[src/rtl/inv_mix_columns_seq.sv]
// Sequential AES (Inv)MixColumns: captures a 128-bit state, transforms COLS_PER_CYCLE columns per cycle.
// Optional macro INV_MIX_COLUMNS_FWD_EN adds a 'fwd' port selecting the forward MixColumns matrix.

package inv_mix_columns_seq_pkg;
  // Byte i of the state is element [i]; column c is bytes 4c..4c+3, row r is byte 4c+r.
  typedef logic [15:0][7:0] state_t;
  typedef logic [3:0][7:0]  column_t;
endpackage

module inv_mix_columns_seq
  import inv_mix_columns_seq_pkg::*;
#(
  parameter int unsigned COLS_PER_CYCLE = 1
) (
  input  logic   clock,
  input  logic   reset_n,
  input  logic   in_valid,
  output logic   in_ready,
  input  state_t in_state,
`ifdef INV_MIX_COLUMNS_FWD_EN
  input  logic   fwd,
`endif
  output logic   out_valid,
  input  logic   out_ready,
  output state_t out_state
);

  localparam int unsigned NUM_COLS = 4;
  localparam int unsigned CNT_W    = 2;
  localparam logic [CNT_W-1:0] STEP     = CNT_W'(COLS_PER_CYCLE);
  localparam logic [CNT_W-1:0] LAST_CNT = CNT_W'(NUM_COLS - COLS_PER_CYCLE);

  typedef enum logic [1:0] {IDLE, BUSY, DONE} fsm_t;

  fsm_t             state_q, state_d;
  logic [CNT_W-1:0] cnt_q, cnt_d;
  state_t           data_q, data_d, data_mix;
  logic [3:0]       col_base;
  logic             in_ready_q, out_valid_q;

  // GF(2^8) doubling modulo x^8+x^4+x^3+x+1
  function automatic logic [7:0] xtime(input logic [7:0] b);
    return {b[6:0], 1'b0} ^ (b[7] ? 8'h1b : 8'h00);
  endfunction

  function automatic logic [7:0] mul2(input logic [7:0] b);
    return xtime(b);
  endfunction

  function automatic logic [7:0] mul3(input logic [7:0] b);
    return xtime(b) ^ b;
  endfunction

  function automatic logic [7:0] mul9(input logic [7:0] b);
    logic [7:0] x8;
    x8 = xtime(xtime(xtime(b)));
    return x8 ^ b;
  endfunction

  function automatic logic [7:0] mul11(input logic [7:0] b);
    logic [7:0] x2, x8;
    x2 = xtime(b);
    x8 = xtime(xtime(x2));
    return x8 ^ x2 ^ b;
  endfunction

  function automatic logic [7:0] mul13(input logic [7:0] b);
    logic [7:0] x4, x8;
    x4 = xtime(xtime(b));
    x8 = xtime(x4);
    return x8 ^ x4 ^ b;
  endfunction

  function automatic logic [7:0] mul14(input logic [7:0] b);
    logic [7:0] x2, x4, x8;
    x2 = xtime(b);
    x4 = xtime(x2);
    x8 = xtime(x4);
    return x8 ^ x4 ^ x2;
  endfunction

  // Row r uses (14 11 13 9) rotated right by r
  function automatic column_t inv_col(input column_t c);
    column_t o;
    for (int r = 0; r < 4; r++) begin
      o[2'(r)] = mul14(c[2'(r)]) ^ mul11(c[2'(r + 1)]) ^
                 mul13(c[2'(r + 2)]) ^ mul9(c[2'(r + 3)]);
    end
    return o;
  endfunction

`ifdef INV_MIX_COLUMNS_FWD_EN
  logic fwd_q, fwd_d;

  function automatic column_t fwd_col(input column_t c);
    column_t o;
    for (int r = 0; r < 4; r++) begin
      o[2'(r)] = mul2(c[2'(r)]) ^ mul3(c[2'(r + 1)]) ^ c[2'(r + 2)] ^ c[2'(r + 3)];
    end
    return o;
  endfunction

  function automatic column_t mix_col(input column_t c, input logic f);
    return f ? fwd_col(c) : inv_col(c);
  endfunction
`else
  function automatic column_t mix_col(input column_t c, input logic f);
    return f ? c : inv_col(c);
  endfunction
`endif

  // Transform the columns addressed by the counter this cycle
  always_comb begin
    data_mix = data_q;
    col_base = '0;
    for (int unsigned k = 0; k < COLS_PER_CYCLE; k++) begin
      col_base = {cnt_q + CNT_W'(k), 2'b00};
`ifdef INV_MIX_COLUMNS_FWD_EN
      data_mix[col_base +: 4] = mix_col(data_q[col_base +: 4], fwd_q);
`else
      data_mix[col_base +: 4] = mix_col(data_q[col_base +: 4], 1'b0);
`endif
    end
  end

  // Next-state logic
  always_comb begin
    state_d = state_q;
    cnt_d   = cnt_q;
    data_d  = data_q;
`ifdef INV_MIX_COLUMNS_FWD_EN
    fwd_d   = fwd_q;
`endif
    case (state_q)
      IDLE: begin
        if (in_valid) begin
          data_d  = in_state;
          cnt_d   = '0;
          state_d = BUSY;
`ifdef INV_MIX_COLUMNS_FWD_EN
          fwd_d   = fwd;
`endif
        end
      end
      BUSY: begin
        data_d = data_mix;
        cnt_d  = cnt_q + STEP;
        if (cnt_q == LAST_CNT) begin
          cnt_d   = '0;
          state_d = DONE;
        end
      end
      DONE: begin
        if (out_ready) begin
          state_d = IDLE;
        end
      end
      default: begin
        state_d = IDLE;
        cnt_d   = '0;
      end
    endcase
  end

  always_ff @(posedge clock or negedge reset_n) begin
    if (!reset_n) begin
      state_q     <= IDLE;
      cnt_q       <= '0;
      data_q      <= '0;
      in_ready_q  <= 1'b1;
      out_valid_q <= 1'b0;
    end else begin
      state_q     <= state_d;
      cnt_q       <= cnt_d;
      data_q      <= data_d;
      in_ready_q  <= (state_d == IDLE);
      out_valid_q <= (state_d == DONE);
    end
  end

`ifdef INV_MIX_COLUMNS_FWD_EN
  always_ff @(posedge clock or negedge reset_n) begin
    if (!reset_n) begin
      fwd_q <= 1'b0;
    end else begin
      fwd_q <= fwd_d;
    end
  end
`endif

  assign in_ready  = in_ready_q;
  assign out_valid = out_valid_q;
  assign out_state = data_q;

endmodule

[config.mk]
export PLATFORM = sky130hd
export DESIGN_NAME = inv_mix_columns_seq
export DESIGN_NICKNAME = d
export VERILOG_FILES = /design/src/rtl/inv_mix_columns_seq.sv
export SDC_FILE = /design/constraint.sdc
export NUM_CORES = 1
export LEC_CHECK = 0
export CELL_PAD_IN_SITES_DETAIL_PLACEMENT = 0
export CELL_PAD_IN_SITES_GLOBAL_PLACEMENT = 1
export CORE_AREA = 2 2 178 128
export CTS_BUF_LIST = sky130_fd_sc_hd__clkbuf_2 sky130_fd_sc_hd__clkbuf_4 sky130_fd_sc_hd__clkbuf_8
export CTS_CLUSTER_SIZE = 28
export DETAILED_ROUTE_END_ITERATION = 12
export DIE_AREA = 0 0 180 130
export PLACE_DENSITY = 0.76
export SLEW_MARGIN = 20
export SYNTH_ARGS = -nofsm -noshare
export SYNTH_HDL_FRONTEND = slang
export SYNTH_SLANG_ARGS = --single-unit
[constraint.sdc]
create_clock -name clock -period 1.4 [get_ports clock]
set_clock_uncertainty 0.1 [all_clocks]
set_input_delay 0.28 -clock clock [delete_from_list [all_inputs] [get_ports clock]]
set_output_delay 0.28 -clock clock [all_outputs]
set_load 0.01 [all_outputs]
# Word level (Yosys, flattened, before mapping)
# Cells that the tools add are included.
[word_totals]
register_bits = 134
latchBits = 0
ram_bits = 0
romBits = 0
inputBits = 132
output_inout_bits = 130
wordCells = 45
memories = 0
[op_classes]
addsub = 2
mul = 0
n_div = 0
magnitude_cmp = 0
eq_ne = 5
shift = 2
mux = 10
bitwise_logic = 1
n_reduce_logical = 5
[ops]
columns = ["cell", "count"]
rows = [
  ["$pmux W128 S2", 1],
  ["$bwmux W128", 1],
  ["$mux W128", 1],
  ["$shift A4 B6 Y16 const A", 1],
  ["$shiftx A1 B6 Y16 const A", 1],
  ["$pmux W2 S3", 2],
  ["$mux W2", 5],
  ["$eq A2 B2 Y1 const B", 3],
  ["$neg A4 Y6", 1],
  ["$logic_not A2 Y1", 2],
  ["$reduce_and A2 Y1", 2],
  ["$add A2 B1 Y2 const B", 1],
  ["$eq A2 B1 Y1 const B", 1],
  ["$ne A2 B2 Y1 const B", 1],
  ["$reduce_bool A2 Y1", 1],
  ["$not A1 Y1", 1],
]

# Longest topological paths before layout
[logic_depth]
ltp_word = 4
mapped_depth = 6
depth_no_buf = 5

# Worst setup path after synthesis
# Ideal clock, no wire load.
[synth_path]
path_type = "reg-to-reg"
from = "register cnt_q[0]"
to = "register data_q (netlist bit out_state[110])"
arrival_time_ps = 1319
t_required_ps = 1222
path_slack_ps = -97
stages_incl_launch_ff = 6
n_path_buf = 1
path_cell_list = "dfrtp_1 ha_1 nand2b_1 nand2b_1 clkbuf_1 o2bb2ai_1"
[synth_between]
elab_chain_len = 4
word_cells_on_any_way = 5
classes_between = "1 x add/sub; 2 x shift; 2 x mux"
[synth_lines]
columns = ["item", "line_no", "rtl"]
rows = [
  ["from (decl)", "36", "logic [CNT_W-1:0] cnt_q, cnt_d;"],
  ["from (signal assigned)", "174", "cnt_q <= cnt_d;"],
  ["$neg A4 Y6 *", "121", "data_mix[col_base +: 4] = mix_col(data_q[col_base +: 4], 1'b0);"],
  ["$shift A4 B6 Y16 / $shiftx A1 B6 Y16 (equally long branches)", "121", ""],
  ["$bwmux W128 *", "121", ""],
  ["$pmux W128 S2 *", "134", "case (state_q)"],
  ["to (signal assigned)", "175", "data_q <= data_d;"],
  ["to (decl)", "37", "state_t data_q, data_d, data_mix;"],
]
# Every way passes the cells marked *; elsewhere a longest branch is shown, timed or not.
# A chain may end at the register's enable or synchronous reset.

# Worst setup path in the final report
[layout_path]
from = "register cnt_q[0]"
to = "register data_q (netlist bit out_state[24])"
# Same word-level chain as after synthesis.

==> metrics <==
clock share of power=13.6%; DRT Pass-1 Iters=4; DP Worst Slack=-0.05865 ns; Slew Limit Headroom=70.00%; post-synthesis cell area=6389 sq um; Min Clock Period, post-route=1.518 ns; ratio of cells with drive above 1 in the final layout=45.24%; Total GRT Usage=20.49%; Crit Path Class=reg -> reg; Remaining Overflow, GRT=0; post-placement cell area=9489 sq um; P_leak=0.005303 uW; Post-DRT Antenna Nets=0; Post-Syn Nets=738; largest net degree at the start of global routing=66; final hold viol count=0; Slew @ Worst Pin=0.4499 ns; I/O Buffers=261; RSZ-0062 raised after global routing=yes; area of the core=21930 sq um; crit path max fanout=16; Die X=180 microns; setup ws final=-0.1179 ns; largest cells by area after synthesis=dfrtp_1 52%, o2bb2ai_1 18%, nor2b_1 13%, a21oi_1 10%, buf_2 2.0%; commonest non-fill, non-tap cell in the layout=buf_4; H-tree levels=4; Yosys top cell area share=52.10%; vias in the first global route=6242; via count=6485; commonest cells after routing, fill and taps aside=149 x buf_4, 131 x dfrtp_1, 129 x clkdlybuf4s50_1; Worst VDD drop=919.4 uV; Syn Area/Cell=10.61 sq um; clk slew on worst S/H paths=0.09 ns; critical path required time=1.63 ns; Final Slew Violations=0; status=complete, but fails checks; dpl hpwl=13740 microns; Logic pwr share=60.9%; Sw Share=38.49%; fill cell count=1922; period utilisation layout=108.4%; #FFs+latches synth=134; Area Overhead vs Synth=87.70%; # setup viols final=127; P_sw=9758 uW; worst min path class=in -> async; Die H=130 microns; DRC violations left=0; Startpoint Class=flip-flop; nets@finish=1164; Post-Route WL=26380 microns; drt via density=4.880; CP Data Arrival Time=1.74 ns; CTS max path bufs=2; initial antenna violation count=0; cts bufs inserted=17; Post-Syn Instances=602; Synth area leader=dfrtp_1; Die ar.=23400 sq um; cell-internal power=15600 uW; # clock sinks=134; CTS tree=built; Skew-Pair Late Insertion Delay=0.44 ns; # diodes=0; first-pass GRT wire length=37160 microns; DR iter-0 viols=295; Placer Congestion=0.7496; placed insts=1124; Reg power frac=25.4%; placement row count=46; Netlist cell types=20; Final Cell Area=11990 sq um; max cap viols=0; CTS root buf=clkbuf_8; Finished Layout Cells=1329; yosys warns=0; fmax=0.6588 GHz; per-cell routed wire length=19.85 microns; Worst setup EP type=flip-flop; Ports=262; post-synthesis sequential area ratio=52.51%; pwr dens=2114 nW/um^2; violated checks=setup timing; Initial Utilization=29.13%
==> area by class of cell <==
class	count	area, sq um	area share (%)
Clock inverter	12	142.6	1.189
Timing Repair Buffer	463	4503	37.55
Multi-Input combinational cell	407	3338	27.84
Sequential cell	134	3359	28.02
Inverter	5	18.77	0.1565
Tap cell	288	360.3	3.005
Clock buffer	20	269.0	2.243
==> worst max-delay path, cell delays in order, from the launching register on <==
cell and delay (ns):
dfrtp_1 0.43, inv_2 0.11, ha_1 0.17, inv_1 0.06, a21o_4 0.24, buf_12 0.16
o2bb2ai_1 0.12
==> cell families (layout without fill, tap and decap cells) <==
kind of cell,count (synthesis),after routing,share of synthesized area (%)
compound gates,265,265,28.61
fa+ha+maj,4,4,0.7834
buf+inv,61,500,4.720
flops,134,134,52.51
simple gates,138,138,13.38
==> final timing paths <==
| path | start | endpoint | slack, ns | cells past startpoint |
|---|---|---|---|---|
| worst max-delay path | cnt_q[0] | out_state[24] | -0.12 | 6 |
| worst min register to register | out_state[5] | out_state[5] | 0.41 | 1 |
| max in group asynchronous | reset_n | state_q[0] | 0.41 | 3 |
| worst min-delay path | reset_n | out_state[75] | 0.20 | 2 |
| min in group clock | in_valid | state_q[0] | 0.20 | 4 |
| worst max register to register | cnt_q[0] | out_state[24] | -0.12 | 6 |
==> state kept, by name (all words and copies together) (netlist names) <==
name	flops
state_q	2
out_valid	1
in_ready	1
out_state	128
cnt_q	2
==> through the flow <==
step / hold slack (ns) / util (%) / TNS (ns) / power (uW)
finish: 0.1951 / 54.68 / -8.369 / 25360
global route: 0.1861 / 54.68 / -18.39 / 26770
CTS: 0.1391 / 48.85 / -6.035 / 21840
detailed placement: 0.1172 / 43.27 / -4.155 / 16570
global placement: 0.1129 / 43.27 / -0.8863 / 16460
floorplan: -0.1156 / - / 0 / 11300
==> routing by layer <==
layer,global-route usage [%],up-vias,share of wire (%)
met5,0,-,0
met3,7.173,16,7.4
met2,30.45,229,43
li1,-,3053,-
met1,28.97,3187,49
met4,4.113,0,0.74
==> power by group through the flow <==
| stage | Clock [uW] | Combinational [uW] | Sequential, uW |
|---|---|---|---|
| 2_1_floorplan | 0 | 4300 | 7000 |
| 3_3_place_gp | 0 | 9900 | 6560 |
| 3_5_place_dp | 0 | 10000 | 6570 |
| 4_1_cts | 3570 | 11900 | 6340 |
| 5_1_grt | 3730 | 16400 | 6610 |
| 6_report | 3460 | 15400 | 6450 |
==> synthesized netlist by cell type <==
cell	number
dfstp_2	1
buf_4	11
nor2_1	3
nand2_1	1
a21o_1	3
o2bb2ai_1	128
clkbuf_1	14
dfrtp_1	133
buf_1	6
inv_1	5
a22o_1	2
o31ai_1	1
nor2b_1	129
and2b_1	1
buf_2	25
or2_2	1
o32ai_1	1
a21oi_1	130
ha_1	4
nand2b_1	3
==> what timing repair did <==
item	in CTS	in global routing
endpoints found under the setup margin	258	260
buffers inserted	94	56
resized for setup	603	122
cloned	14	12
pin swaps	56	45
hold buffers	1	0
endpoints found under the hold margin	133	0
No activity file was read; power rests on OpenSTA's default activity.
